$ cat src/rtl/reg_bus_arbiter.sv
// Round-robin arbiter for the register-bank write bus, with bounded lock.
// Picks one of four requesters per edge and drives the registered bus, one-hot write enable and grant.
module reg_bus_arbiter #(
  parameter int unsigned WIDTH    = 16,
  parameter int unsigned NREG     = 12,
  parameter int unsigned ADDR_W   = 4,
  parameter int unsigned MAX_LOCK = 8
) (
  input  logic                  clk,
  input  logic                  reset,
  input  logic [3:0]            req,
  input  logic [3:0]            lock,
  input  logic [4*ADDR_W-1:0]   addr,
  input  logic [4*WIDTH-1:0]    data,
  output logic [3:0]            grant,
  output logic [WIDTH-1:0]      bus_data,
  output logic [NREG-1:0]       write_en,
  output logic                  addr_err,
  output logic                  busy
);

  localparam int unsigned LCNT_W = $clog2(MAX_LOCK + 1);

  logic [1:0]        ptr_q, ptr_d;
  logic [LCNT_W-1:0] lcnt_q, lcnt_d;
  logic              last_vld_q, last_vld_d;
  logic [1:0]        last_q, last_d;
  logic [3:0]        grant_q, grant_d;
  logic [WIDTH-1:0]  bus_data_q, bus_data_d;
  logic [NREG-1:0]   write_en_q, write_en_d;
  logic              addr_err_q, addr_err_d;
  logic              busy_q, busy_d;

  logic              held;
  logic              lock_cont;
  logic [3:0]        mask;
  logic [1:0]        idx;
  logic              win_vld;
  logic [1:0]        win;
  logic [ADDR_W-1:0] win_addr;
  logic [WIDTH-1:0]  win_data;

  // Winner selection; an expired locker steps aside unless it is alone.
  always_comb begin
    held      = last_vld_q && req[last_q] && lock[last_q];
    lock_cont = held && (lcnt_q < LCNT_W'(MAX_LOCK));
    mask      = req;
    idx       = '0;
    win_vld   = 1'b0;
    win       = ptr_q;
    if (held && !lock_cont && ((req & ~(4'b0001 << last_q)) != 4'b0000)) begin
      mask = req & ~(4'b0001 << last_q);
    end
    for (int k = 0; k < 4; k++) begin
      idx = ptr_q + 2'(k);
      if (!win_vld && mask[idx]) begin
        win_vld = 1'b1;
        win     = idx;
      end
    end
    if (lock_cont) begin
      win_vld = 1'b1;
      win     = last_q;
    end
  end

  always_comb begin
    win_addr = '0;
    win_data = '0;
    for (int i = 0; i < 4; i++) begin
      if (win == 2'(i)) begin
        win_addr = addr[i*ADDR_W +: ADDR_W];
        win_data = data[i*WIDTH +: WIDTH];
      end
    end
  end

  // Next state and next registered outputs.
  always_comb begin
    ptr_d      = ptr_q;
    lcnt_d     = '0;
    last_vld_d = 1'b0;
    last_d     = last_q;
    grant_d    = '0;
    bus_data_d = bus_data_q;
    write_en_d = '0;
    addr_err_d = 1'b0;
    busy_d     = 1'b0;
    if (win_vld) begin
      grant_d    = 4'b0001 << win;
      bus_data_d = win_data;
      busy_d     = 1'b1;
      last_vld_d = 1'b1;
      last_d     = win;
      if (lock_cont) begin
        lcnt_d = lcnt_q + LCNT_W'(1);
      end else begin
        ptr_d  = win + 2'd1;
        lcnt_d = lock[win] ? LCNT_W'(1) : '0;
      end
      // Out-of-range addresses are flagged, never aliased onto a register.
      if (32'(win_addr) < NREG) begin
        for (int r = 0; r < NREG; r++) begin
          write_en_d[r] = (32'(win_addr) == 32'(r));
        end
      end else begin
        addr_err_d = 1'b1;
      end
    end
  end

  always_ff @(posedge clk or posedge reset) begin
    if (reset) begin
      ptr_q      <= '0;
      lcnt_q     <= '0;
      last_vld_q <= 1'b0;
      last_q     <= '0;
      grant_q    <= '0;
      bus_data_q <= '0;
      write_en_q <= '0;
      addr_err_q <= 1'b0;
      busy_q     <= 1'b0;
    end else begin
      ptr_q      <= ptr_d;
      lcnt_q     <= lcnt_d;
      last_vld_q <= last_vld_d;
      last_q     <= last_d;
      grant_q    <= grant_d;
      bus_data_q <= bus_data_d;
      write_en_q <= write_en_d;
      addr_err_q <= addr_err_d;
      busy_q     <= busy_d;
    end
  end

  assign grant    = grant_q;
  assign bus_data = bus_data_q;
  assign write_en = write_en_q;
  assign addr_err = addr_err_q;
  assign busy     = busy_q;

endmodule

$ cat config.mk
export PLATFORM = sky130hd
export DESIGN_NAME = reg_bus_arbiter
export DESIGN_NICKNAME = d
export VERILOG_FILES = /design/src/rtl/reg_bus_arbiter.sv
export SDC_FILE = /design/constraint.sdc
export NUM_CORES = 1
export LEC_CHECK = 0
export BUFFER_PORTS_ARGS = -buffer_cell sky130_fd_sc_hd__clkbuf_2
export CAP_MARGIN = 20
export CORE_MARGIN = 2
export CORE_UTILIZATION = 40
export DETAILED_ROUTE_END_ITERATION = 8
export PLACE_DENSITY = 0.78
export SETUP_SLACK_MARGIN = 0.3
export SLEW_MARGIN = 5
export SYNTH_ARGS = -nofsm -noshare
export SYNTH_HDL_FRONTEND = slang
export SYNTH_SLANG_ARGS = --single-unit
$ cat constraint.sdc
create_clock -name clk -period 5.1 [get_ports clk]
set_clock_uncertainty 0.15 [all_clocks]
set_input_delay 1.53 -clock clk [delete_from_list [all_inputs] [get_ports clk]]
set_output_delay 1.53 -clock clk [all_outputs]
set_load 0.02 [all_outputs]
Word-level counts from Yosys, hierarchy flattened
Cells that the tools add are included.
{"block": "word_totals", "out_inout_bits": 34, "input_bits": 90, "wordCells": 97, "ff_bits": 42}
{"block": "classes", "n_addsub": 5, "muxes": 41, "n_bitwise": 3, "n_eq_ne": 14, "reduce_logical": 16, "shift": 2, "n_lt_le_gt_ge": 8}
{"operator": "16-bit 2-to-1 mux", "count": 4}
{"operator": "4-bit 2-to-1 mux", "count": 8}
{"operator": "12-bit 2-to-1 mux", "count": 2}
{"operator": "2-bit by 3-bit < comparator with 1-bit output (second input constant)", "count": 6}
{"operator": "4-bit by 3-bit == test with 1-bit output (second input constant)", "count": 4}
{"operator": "4-bit == test (second input constant)", "count": 4}
{"operator": "1-bit 2-to-1 mux", "count": 16}
{"operator": "1-bit binary-select mux with 2-bit select", "count": 7}
{"operator": "4-bit by 2-bit == test with 1-bit output (second input constant)", "count": 2}
{"operator": "1-bit logical AND", "count": 8}
{"operator": "4-bit < comparator (second input constant)", "count": 2}
{"operator": "2-bit 2-to-1 mux", "count": 4}
{"operator": "1-bit by 2-bit << shifter with 4-bit output (first input constant)", "count": 2}
{"operator": "2-bit by 1-bit adder with 2-bit output (second input constant)", "count": 2}
{"operator": "2-bit adder (second input constant)", "count": 2}
{"operator": "4-bit by 1-bit adder with 4-bit output (second input constant)", "count": 1}
{"operator": "4-bit bitwise AND", "count": 1}
{"operator": "2-bit == test (second input constant)", "count": 2}
{"operator": "4-bit by 1-bit == test with 1-bit output (second input constant)", "count": 1}
{"operator": "1-bit logical NOT", "count": 4}
{"operator": "4-bit logical NOT", "count": 1}
{"operator": "4-bit NOT", "count": 1}
{"operator": "4-bit nonzero test", "count": 1}
{"operator": "2-bit by 1-bit == test with 1-bit output (second input constant)", "count": 1}
{"operator": "3 further kinds", "count": 3}

Longest topological paths before layout
Gate-level depths: netlist (run 1).
{"block": "depth", "ltp_word": 30, "depth_mapped": 20, "mapped_depth_nobuf": 17}

Worst setup path after synthesis (run 1)
OpenSTA, ideal clock, no wires.
{"block": "synth_timing", "kind": "input-to-reg", "from": "input port req[2]", "to": "register bus_data_q[6], in the netlist bus_data[6]", "n_path_buf": 2, "path_stages": 18, "path_slack_ps": 93, "arrival_ps": 4774, "setup_time_ps": 83, "cell_sequence": "or4b_4 -> o2bb2ai_4 -> nor3_1 -> o41ai_4 -> and4_1 -> nor3_2 -> a21oi_1 -> inv_1 -> ha_1 -> clkbuf_1 -> nor2b_1 -> clkbuf_1 -> a22oi_1 -> nor2_1 -> a21oi_1 -> nor2_1 -> a21oi_1 -> o21ai_0"}
{"block": "synth_via", "elab_chain_cells": 27, "elab_cells_between_ends": 42}
{"item": "start, declared", "line": "11", "text": "input logic [3:0] req,"}
{"item": "1-bit binary-select mux with 2-bit select", "line": "45", "text": "held = last_vld_q && req[last_q] && lock[last_q];"}
{"item": "1-bit 2-to-1 mux (implied by the code)", "line": "45"}
{"item": "1-bit logical AND (2 in a row)", "line": "45"}
{"item": "1-bit logical AND", "line": "46", "text": "lock_cont = held && (lcnt_q < LCNT_W'(MAX_LOCK));"}
{"item": "1-bit logical NOT", "line": "51", "text": "if (held && !lock_cont && ((req & ~(4'b0001 << last_q)) != 4'b0000)) begin"}
{"item": "1-bit logical AND (2 in a row)", "line": "51"}
{"item": "4-bit 2-to-1 mux", "line": "51"}
{"item": "1-bit binary-select mux with 2-bit select", "line": "56", "text": "if (!win_vld && mask[idx]) begin"}
{"item": "[8 not listed]"}
{"item": "1-bit logical NOT", "line": "56"}
{"item": "1-bit logical AND", "line": "56"}
{"item": "2-bit 2-to-1 mux", "line": "56"}
{"item": "2-bit 2-to-1 mux *", "line": "61", "text": "if (lock_cont) begin"}
{"item": "via win[0]", "line": "39", "text": "logic [1:0] win;"}
{"item": "2-bit logical NOT", "line": "71", "text": "if (win == 2'(i)) begin"}
{"item": "16-bit 2-to-1 mux (3 in a row)", "line": "71"}
{"item": "16-bit 2-to-1 mux *", "line": "71"}
{"item": "end signal, assigned", "line": "129", "text": "bus_data_q <= bus_data_d;"}
{"item": "end, declared", "line": "29", "text": "logic [WIDTH-1:0] bus_data_q, bus_data_d;"}
Mark *: on every way through the listed nets, which the timed path passes. The rest lies on a longest branch. The select of a mux whose other input is x is not followed.
A chain may end at the register's enable or synchronous reset.

Worst setup path in the final report (run 1)
{"block": "layout_timing", "from": "input port req[2]", "to": "register write_en_q[8], in the netlist write_en[8]"}
{"block": "layout_via", "elab_chain_cells": 30, "elab_cells_between_ends": 46}
{"item": "1-bit binary-select mux with 2-bit select", "line": "45"}
{"item": "1-bit 2-to-1 mux (implied by the code)", "line": "45"}
{"item": "1-bit logical AND (2 in a row)", "line": "45"}
{"item": "1-bit logical AND", "line": "46"}
{"item": "1-bit logical NOT", "line": "51"}
{"item": "1-bit logical AND (2 in a row)", "line": "51"}
{"item": "4-bit 2-to-1 mux", "line": "51"}
{"item": "1-bit binary-select mux with 2-bit select", "line": "56"}
{"item": "[12 not listed]"}
{"item": "via win[0]", "line": "39"}
{"item": "2-bit logical NOT", "line": "71"}
{"item": "4-bit 2-to-1 mux (3 in a row)", "line": "71"}
{"item": "4-bit 2-to-1 mux *", "line": "71"}
{"item": "4-bit < comparator / 4-bit == test (equally long branches)", "line": "102, 104"}
{"item": "12-bit 2-to-1 mux *", "line": "102", "text": "if (32'(win_addr) < NREG) begin"}
{"item": "12-bit 2-to-1 mux *", "line": "89", "text": "if (win_vld) begin"}
{"item": "via write_en_d[8]", "line": "30", "text": "logic [NREG-1:0] write_en_q, write_en_d;"}
{"item": "end signal, assigned", "line": "130", "text": "write_en_q <= write_en_d;"}
{"item": "end, declared", "line": "30"}
Marks and branches as above.

==> results.json, run 1 <==
{
  "clock-sinks": 42,
  "hold_depth": 2,
  "r2r_end": "write_en[8]",
  "clk_path_buf_depth": 2,
  "ys_ff_latch": 42,
  "yosysSeqAreaShare_pct": 36.9,
  "n_antenna_cell": 0,
  "layout.cells.non_filler": 604,
  "holdBufCountCts": 0,
  "async_reset_ff_share_pct": 100,
  "area_growth_pct": 55.5,
  "r2r_slack_ns": 0.73,
  "first_pass_iters": 4,
  "worst_path_largest_cell_delay_ns": 0.53,
  "clkLatencyLatePin_ns": 0.29,
  "num_vias": 3215,
  "fp.dieW_um": 88.4,
  "tritoncts.num_buffers": 5,
  "rows": 30,
  "synth_xor_area_share_pct": 1.23,
  "hold_start": "bus_data[13]",
  "maxCapViolations": 0,
  "setup_violations": 0,
  "synth_fp_nets": 438,
  "antenna_found_initial": 0,
  "synth_ff_type": "dfrtp_1",
  "drive_above_1_share_pct": 53.1,
  "grt_pass1_vias": 2876,
  "core-area_um2": 6830,
  "critPathLaunch": "req[2]",
  "drt-initial-drc-count": 118,
  "port-buffer-count": 123,
  "r2r_start": "last_q[0]",
  "finalWirelength_um": 9100,
  "drc": 0,
  "cts_tree": "built",
  "synth_compound_area_share_pct": 25.5,
  "setup_tns_ns": 0,
  "io_pins": 124,
  "worst_hold_slack_ns": 0.335,
  "p_per_area_nw_per_um2": 847,
  "synth_area_um2": 2850,
  "cpMaxStageDelayCell": "or4b_4",
  "worst_hold_path_type": "register to register",
  "fillers": 567,
  "critical_path.max_fanout": 7,
  "overflow": 0,
  "synth_top_area_share_pct": 36.9,
  "fp.dieH_um": 88.4,
  "status": "finished clean",
  "synth_edf_count": 0,
  "cp-start-kind": "input pin",
  "path_cells": "buf_6, or4b_4, o2bb2ai_4, buf_6, nor3_4, o41ai_4, and4_4, nor3_4, a21oi_4, inv_2, ha_4, buf_8, nand3b_1, a21oi_2, a21oi_1, nor2_1, a21oi_2, nor2_1, nand2_2, and3b_1",
  "leakage_nw": 2.15,
  "final_hold_viol_count": 0,
  "fmax_mhz": 202,
  "fin_crit_ns": 4.95,
  "avgViaCountPerCell": 5.32,
  "synth_cells": 343,
  "ant_nets": 0,
  "track_usage_pct": 21.9,
  "critPathArrivalTime_ns": 5.03,
  "ir_drop_mv": 0.652,
  "worst_ep_required_time_ns": 5.18,
  "path_clk_slew_ns": 0.08,
  "min_to": "bus_data[13]",
  "post-place-cells": 569,
  "grt_max_degree": 43,
  "synthAdderAreaFrac_pct": 2.19,
  "yosys.area_share.simple_pct": 24.3,
  "synth_top_family_by_area": "compound AO/OA/AOI/OAI gates",
  "nNetsFinal": 602,
  "synth_area_leaders": "dfrtp_1 37%, a21oi_1 9.0%, nor2_1 6.7%",
  "finalPower_mw": 3.75,
  "fin_crit_sh_pct": 97.0,
  "cts_root_buffer": "clkbuf_8",
  "rsz0062_at_grt": "yes",
  "avgSynthCellArea_um2": 8.31,
  "ys_warn_count": 0,
  "dieArea_um2": 7820,
  "start_util_pct": 41.7,
  "htree_levels": 2,
  "synth.distinct_cells": 62,
  "ff2ff_path_depth": 19,
  "worstMarginPinSlew_ns": 0.865,
  "crit_type": "input pin to register",
  "end_kind": "register",
  "grt_pass1_wl_um": 13600,
  "slew_violations": 0,
  "gp_congestion": 0.877,
  "fin_util_pct": 64.9,
  "synth_common_cells": "51 x a21oi_1, 51 x nor2_1, 42 x dfrtp_1",
  "synth_top_area_cell": "dfrtp_1",
  "hpwl_um": 6200,
  "synthMuxAreaShare_pct": 3.38,
  "wl_per_cell_um": 15.1,
  "timing.slew.headroom_pct": 42.3
}
[critical path, delay by kind of cell]
kind	cells	cell delay (ns)
fa+ha+maj	1	0.18
simple gates	9	1.72
compound gates	6	1.13
buf+inv	4	0.47
[routing by layer]
metal	vias to the layer above	wire (um)	global-route usage, %
met3	16	494	3.17
met5	-	0	0
met1	1501	3810	29.8
met2	148	4630	36.3
met4	0	170	6.34
li1	1550	-	-
[worst max path at each step]
| stage | depth (start not counted) | end | slack (ns) |
|---|---|---|---|
| after global placement | 16 | bus_data[7] | -0.18 |
| after global routing | 20 | write_en[0] | -0.06 |
| final | 20 | write_en[8] | 0.15 |
| after CTS | 20 | write_en[6] | 0.25 |
| after detailed placement | 16 | bus_data[3] | -0.30 |
| after floorplan | 17 | write_en[6] | 0.26 |
[power breakdown]
| part | total, mW | internal, mW | switching [mW] |
|---|---|---|---|
| logic | 2.91 | 1.36 | 1.55 |
| registers | 0.584 | 0.469 | 0.115 |
| clock network | 0.256 | 0.147 | 0.109 |
[placed cells by master (no fill, tap or decap), types with 3 or more instances in the layout]
cell | synthesis | final
a21oi_1 | 51 | 36
a21oi_2 | 0 | 13
a22oi_2 | 0 | 13
buf_12 | 0 | 3
buf_4 | 1 | 48
buf_6 | 1 | 6
clkbuf_2 | 0 | 122
clkbuf_8 | 3 | 5
dfrtp_1 | 42 | 42
ha_4 | 0 | 3
inv_1 | 9 | 7
inv_2 | 1 | 3
mux2_2 | 5 | 5
mux2i_1 | 4 | 3
nand2_1 | 33 | 31
nand3_1 | 5 | 5
nand3b_1 | 3 | 3
nor2_1 | 51 | 45
nor2_2 | 0 | 4
nor2b_1 | 7 | 6
nor3_1 | 11 | 8
nor3_4 | 0 | 3
nor3b_2 | 2 | 6
o21ai_0 | 20 | 8
o21ai_1 | 2 | 14
[per-stage QoR]
| step | cell area, um^2 | setup slack [ns] |
|---|---|---|
| 2_1_floorplan | 2890 | 0.260 |
| 5_1_grt | 4430 | -0.0550 |
| 3_5_place_dp | 3720 | -0.304 |
| 4_1_cts | 4010 | 0.250 |
| 6_report | 4430 | 0.152 |
| 3_3_place_gp | 3720 | -0.181 |
[state kept, by name, indices dropped and copies added (netlist names)]
signal / cells
write_en: 12
bus_data: 16
lcnt_q: 4
last_q: 2
ptr_q: 2
addr_err: 1
busy: 1
grant: 4
[kinds of logic (layout without fill, tap and decap cells)]
family                   Yosys count  in the layout
AND/OR/NAND/NOR                  138            138
AO/OA/AOI/OAI                    110            110
buffers and inverters             35            200
adder cells (fa/ha/maj)            5              5
flip-flops                        42             42
multiplexers                       9              9
XOR/XNOR                           4              4
[layout make-up]
type / count / area, um^2 / area share [%]
flip-flops and latches: 42 / 1050 / 23.7
repair buffers: 182 / 1160 / 26.2
well taps: 96 / 120 / 2.71
inverters: 10 / 37.5 / 0.847
clock inverters: 1 / 30.0 / 0.677
clock buffers: 7 / 76.3 / 1.72
multi-input cells: 266 / 1950 / 44.1
[what timing repair did]
item                       in CTS  in global routing
resized for setup              17                 86
gates cloned                    0                  4
setup endpoints to repair      27                 30
setup buffers                  14                  9
pin swaps                      12                 22
Power figures use the tool's default switching activity.
==> inputs of run 2 (changes only) <==
--- a/config.mk
+++ b/config.mk
@@ -5,12 +5,13 @@
 export SDC_FILE = /design/constraint.sdc
 export NUM_CORES = 1
 export LEC_CHECK = 0
+export ABC_AREA = 1
 export BUFFER_PORTS_ARGS = -buffer_cell sky130_fd_sc_hd__clkbuf_2
 export CAP_MARGIN = 20
 export CORE_MARGIN = 2
 export CORE_UTILIZATION = 40
 export DETAILED_ROUTE_END_ITERATION = 8
-export PLACE_DENSITY = 0.78
+export PLACE_DENSITY = 0.79
 export SETUP_SLACK_MARGIN = 0.3
 export SLEW_MARGIN = 5
 export SYNTH_ARGS = -nofsm -noshare
==> results.json, run 2 <==
{
  "status": "finished clean",
  "overflow": 0,
  "tritoncts.num_buffers": 5,
  "start_util_pct": 41.9,
  "fin_crit_ns": 4.41,
  "port-buffer-count": 123,
  "track_usage_pct": 20.7,
  "timing.final.ws_setup_ns": 0.689,
  "fin_crit_sh_pct": 86.5,
  "core-area_um2": 6420,
  "synth_fp_nets": 473,
  "setup_tns_ns": 0,
  "worst_ep_required_time_ns": 5.09,
  "rsz0062_at_grt": "no",
  "ant_nets": 0,
  "worst_path_largest_cell_delay_ns": 0.23,
  "avgSynthCellArea_um2": 7.11,
  "maxCapViolations": 0,
  "grt_pass1_wl_um": 12300,
  "synth.distinct_cells": 31,
  "crit_type": "input pin to register",
  "antenna_found_initial": 0,
  "endpoint": "write_en[0]",
  "fp.dieH_um": 86.0,
  "io_pins": 124,
  "yosysSeqAreaShare_pct": 39.1,
  "ys_ff_latch": 42,
  "synth_ff_type": "dfrtp_1",
  "num_vias": 2913,
  "cts_root_buffer": "clkbuf_8",
  "ys_warn_count": 0,
  "fmax_mhz": 227,
  "first_pass_iters": 5,
  "r2r_slack_ns": 1.37,
  "worstMarginPinSlew_ns": 0.694,
  "synth_top_area_share_pct": 39.1,
  "final_cell_mix": "123 x clkbuf_2, 107 x nand2_1, 44 x nand3_1",
  "final_common_cell": "clkbuf_2",
  "drive_above_1_share_pct": 34.2,
  "critical_path.max_fanout": 18,
  "cts_tree": "built",
  "cp-start-kind": "input pin",
  "clock-sinks": 42,
  "synth_area_leaders": "dfrtp_1 39%, nand2_1 15%, nand3_1 8.2%",
  "cpMaxStageDelayCell": "ha_2",
  "post-synth-top-count-cell": "nand2_1",
  "r2r_end": "write_en[0]",
  "r2r_start": "last_q[0]",
  "final_hold_viol_count": 0,
  "area_growth_pct": 31.9,
  "post-cts-setup-buffers": 0,
  "gp_congestion": 0.870,
  "async_reset_ff_share_pct": 100,
  "nNetsFinal": 591,
  "drc": 0,
  "cts_resized": 0,
  "drt-initial-drc-count": 275,
  "slew_violations": 0,
  "avgViaCountPerCell": 5.07,
  "grt_max_degree": 44,
  "hpwl_um": 6200,
  "timing.slew.headroom_pct": 53.7,
  "htree_levels": 2,
  "grt_pass1_vias": 2640,
  "finalWirelength_um": 7760,
  "crit_top_cell": "nand2_1",
  "n_antenna_cell": 0,
  "clk_path_buf_depth": 2,
  "critPathArrivalTime_ns": 4.40,
  "fp.dieW_um": 86.0,
  "clkLatencyLatePin_ns": 0.29,
  "synth_common_cells": "107 x nand2_1, 44 x nand3_1, 42 x dfrtp_1",
  "holdBufCountCts": 0,
  "fillers": 592,
  "path_clk_slew_ns": 0.08,
  "dieArea_um2": 7390,
  "critPathLaunch": "req[1]",
  "synth_edf_count": 0,
  "wl_per_cell_um": 13.5,
  "worst_hold_path_type": "register to register",
  "ff2ff_path_depth": 28,
  "setup_violations": 0,
  "pre_cts_slack_ns": 0.348,
  "rows": 29,
  "synth_cells": 378,
  "end_kind": "register",
  "synth_top_area_cell": "dfrtp_1",
  "synth_area_um2": 2690,
  "largest_register_ffs": 16
}
==> run 2: changes by cell type after synthesis, sizes merged, moves of 5 or more <==
cell,change
clkbuf,-6
o21ai,+37
nand2,+84
nor3,-8
nor3b,-7
nand3,+46
a22oi,-13
nor2,-22
inv,+10
mux2,-5
nor2b,-7
a21oi,-30
==> run 2: logic make-up after synthesis <==
logic type                 after synthesis  synth area share [%]
AOI/OAI and AO/OA                       85                  16.4
xor gates and xnor gates                 2                 0.652
adders and majority gates                5                  2.33
buffers and inverters                   41                  6.65
DFF                                     42                  39.1
and+or+nand+nor                        203                  34.9
==> run 2: area by class of cell <==
| cell class | count | area [um^2] | area share [%] |
|---|---|---|---|
| multi-input cells | 295 | 1470 | 41.6 |
| flip-flops and latches | 42 | 1050 | 29.6 |
| repair buffers | 131 | 703 | 19.8 |
| well taps | 77 | 96.3 | 2.72 |
| inverters | 21 | 83.8 | 2.36 |
| clock buffers | 5 | 68.8 | 1.94 |
| clock inverters | 3 | 68.8 | 1.94 |
==> run 2: stage by stage <==
stage               instances  utilization [%]  hold slack [ns]  area (um^2)
detailed placement        565             52.3            0.328         3360
global route              574             55.2            0.372         3550
floorplan                 378                -            0.359         2690
finish                    574             55.2            0.346         3550
CTS                       573             54.4            0.349         3500
global placement          565             52.3            0.322         3360
==> run 2: critical path, delay by kind of cell <==
kind                       cells  cell delay (ns)
buffers and inverters          4             0.44
adders and majority gates      1             0.23
AOI/OAI and AO/OA              2             0.33
and+or+nand+nor               22             1.85
==> run 2: how the worst min path moves through the flow <==
stage	from	endpoint	slack, ns	cells past startpoint
2_1_floorplan	lcnt_q[2]	lcnt_q[3]	0.36	2
3_3_place_gp	bus_data[0]	bus_data[0]	0.32	2
3_5_place_dp	bus_data[0]	bus_data[0]	0.33	2
4_1_cts	bus_data[0]	bus_data[0]	0.35	2
5_1_grt	bus_data[0]	bus_data[0]	0.37	2
6_report	bus_data[6]	bus_data[6]	0.35	2
==> run 2: metal layers <==
layer	share of wire [%]	up-vias	wire length, um	GRT usage [%]
met5	0	-	0	0
met4	2.4	0	184	6.93
met3	5.2	14	404	3.08
met2	46	114	3600	32.1
met1	46	1296	3570	29.5
li1	-	1489	-	-
Power of run 2 is left out: the tool's default activity adds up to more than one toggle a clock period on the data nets, which glitch-free logic cannot reach.
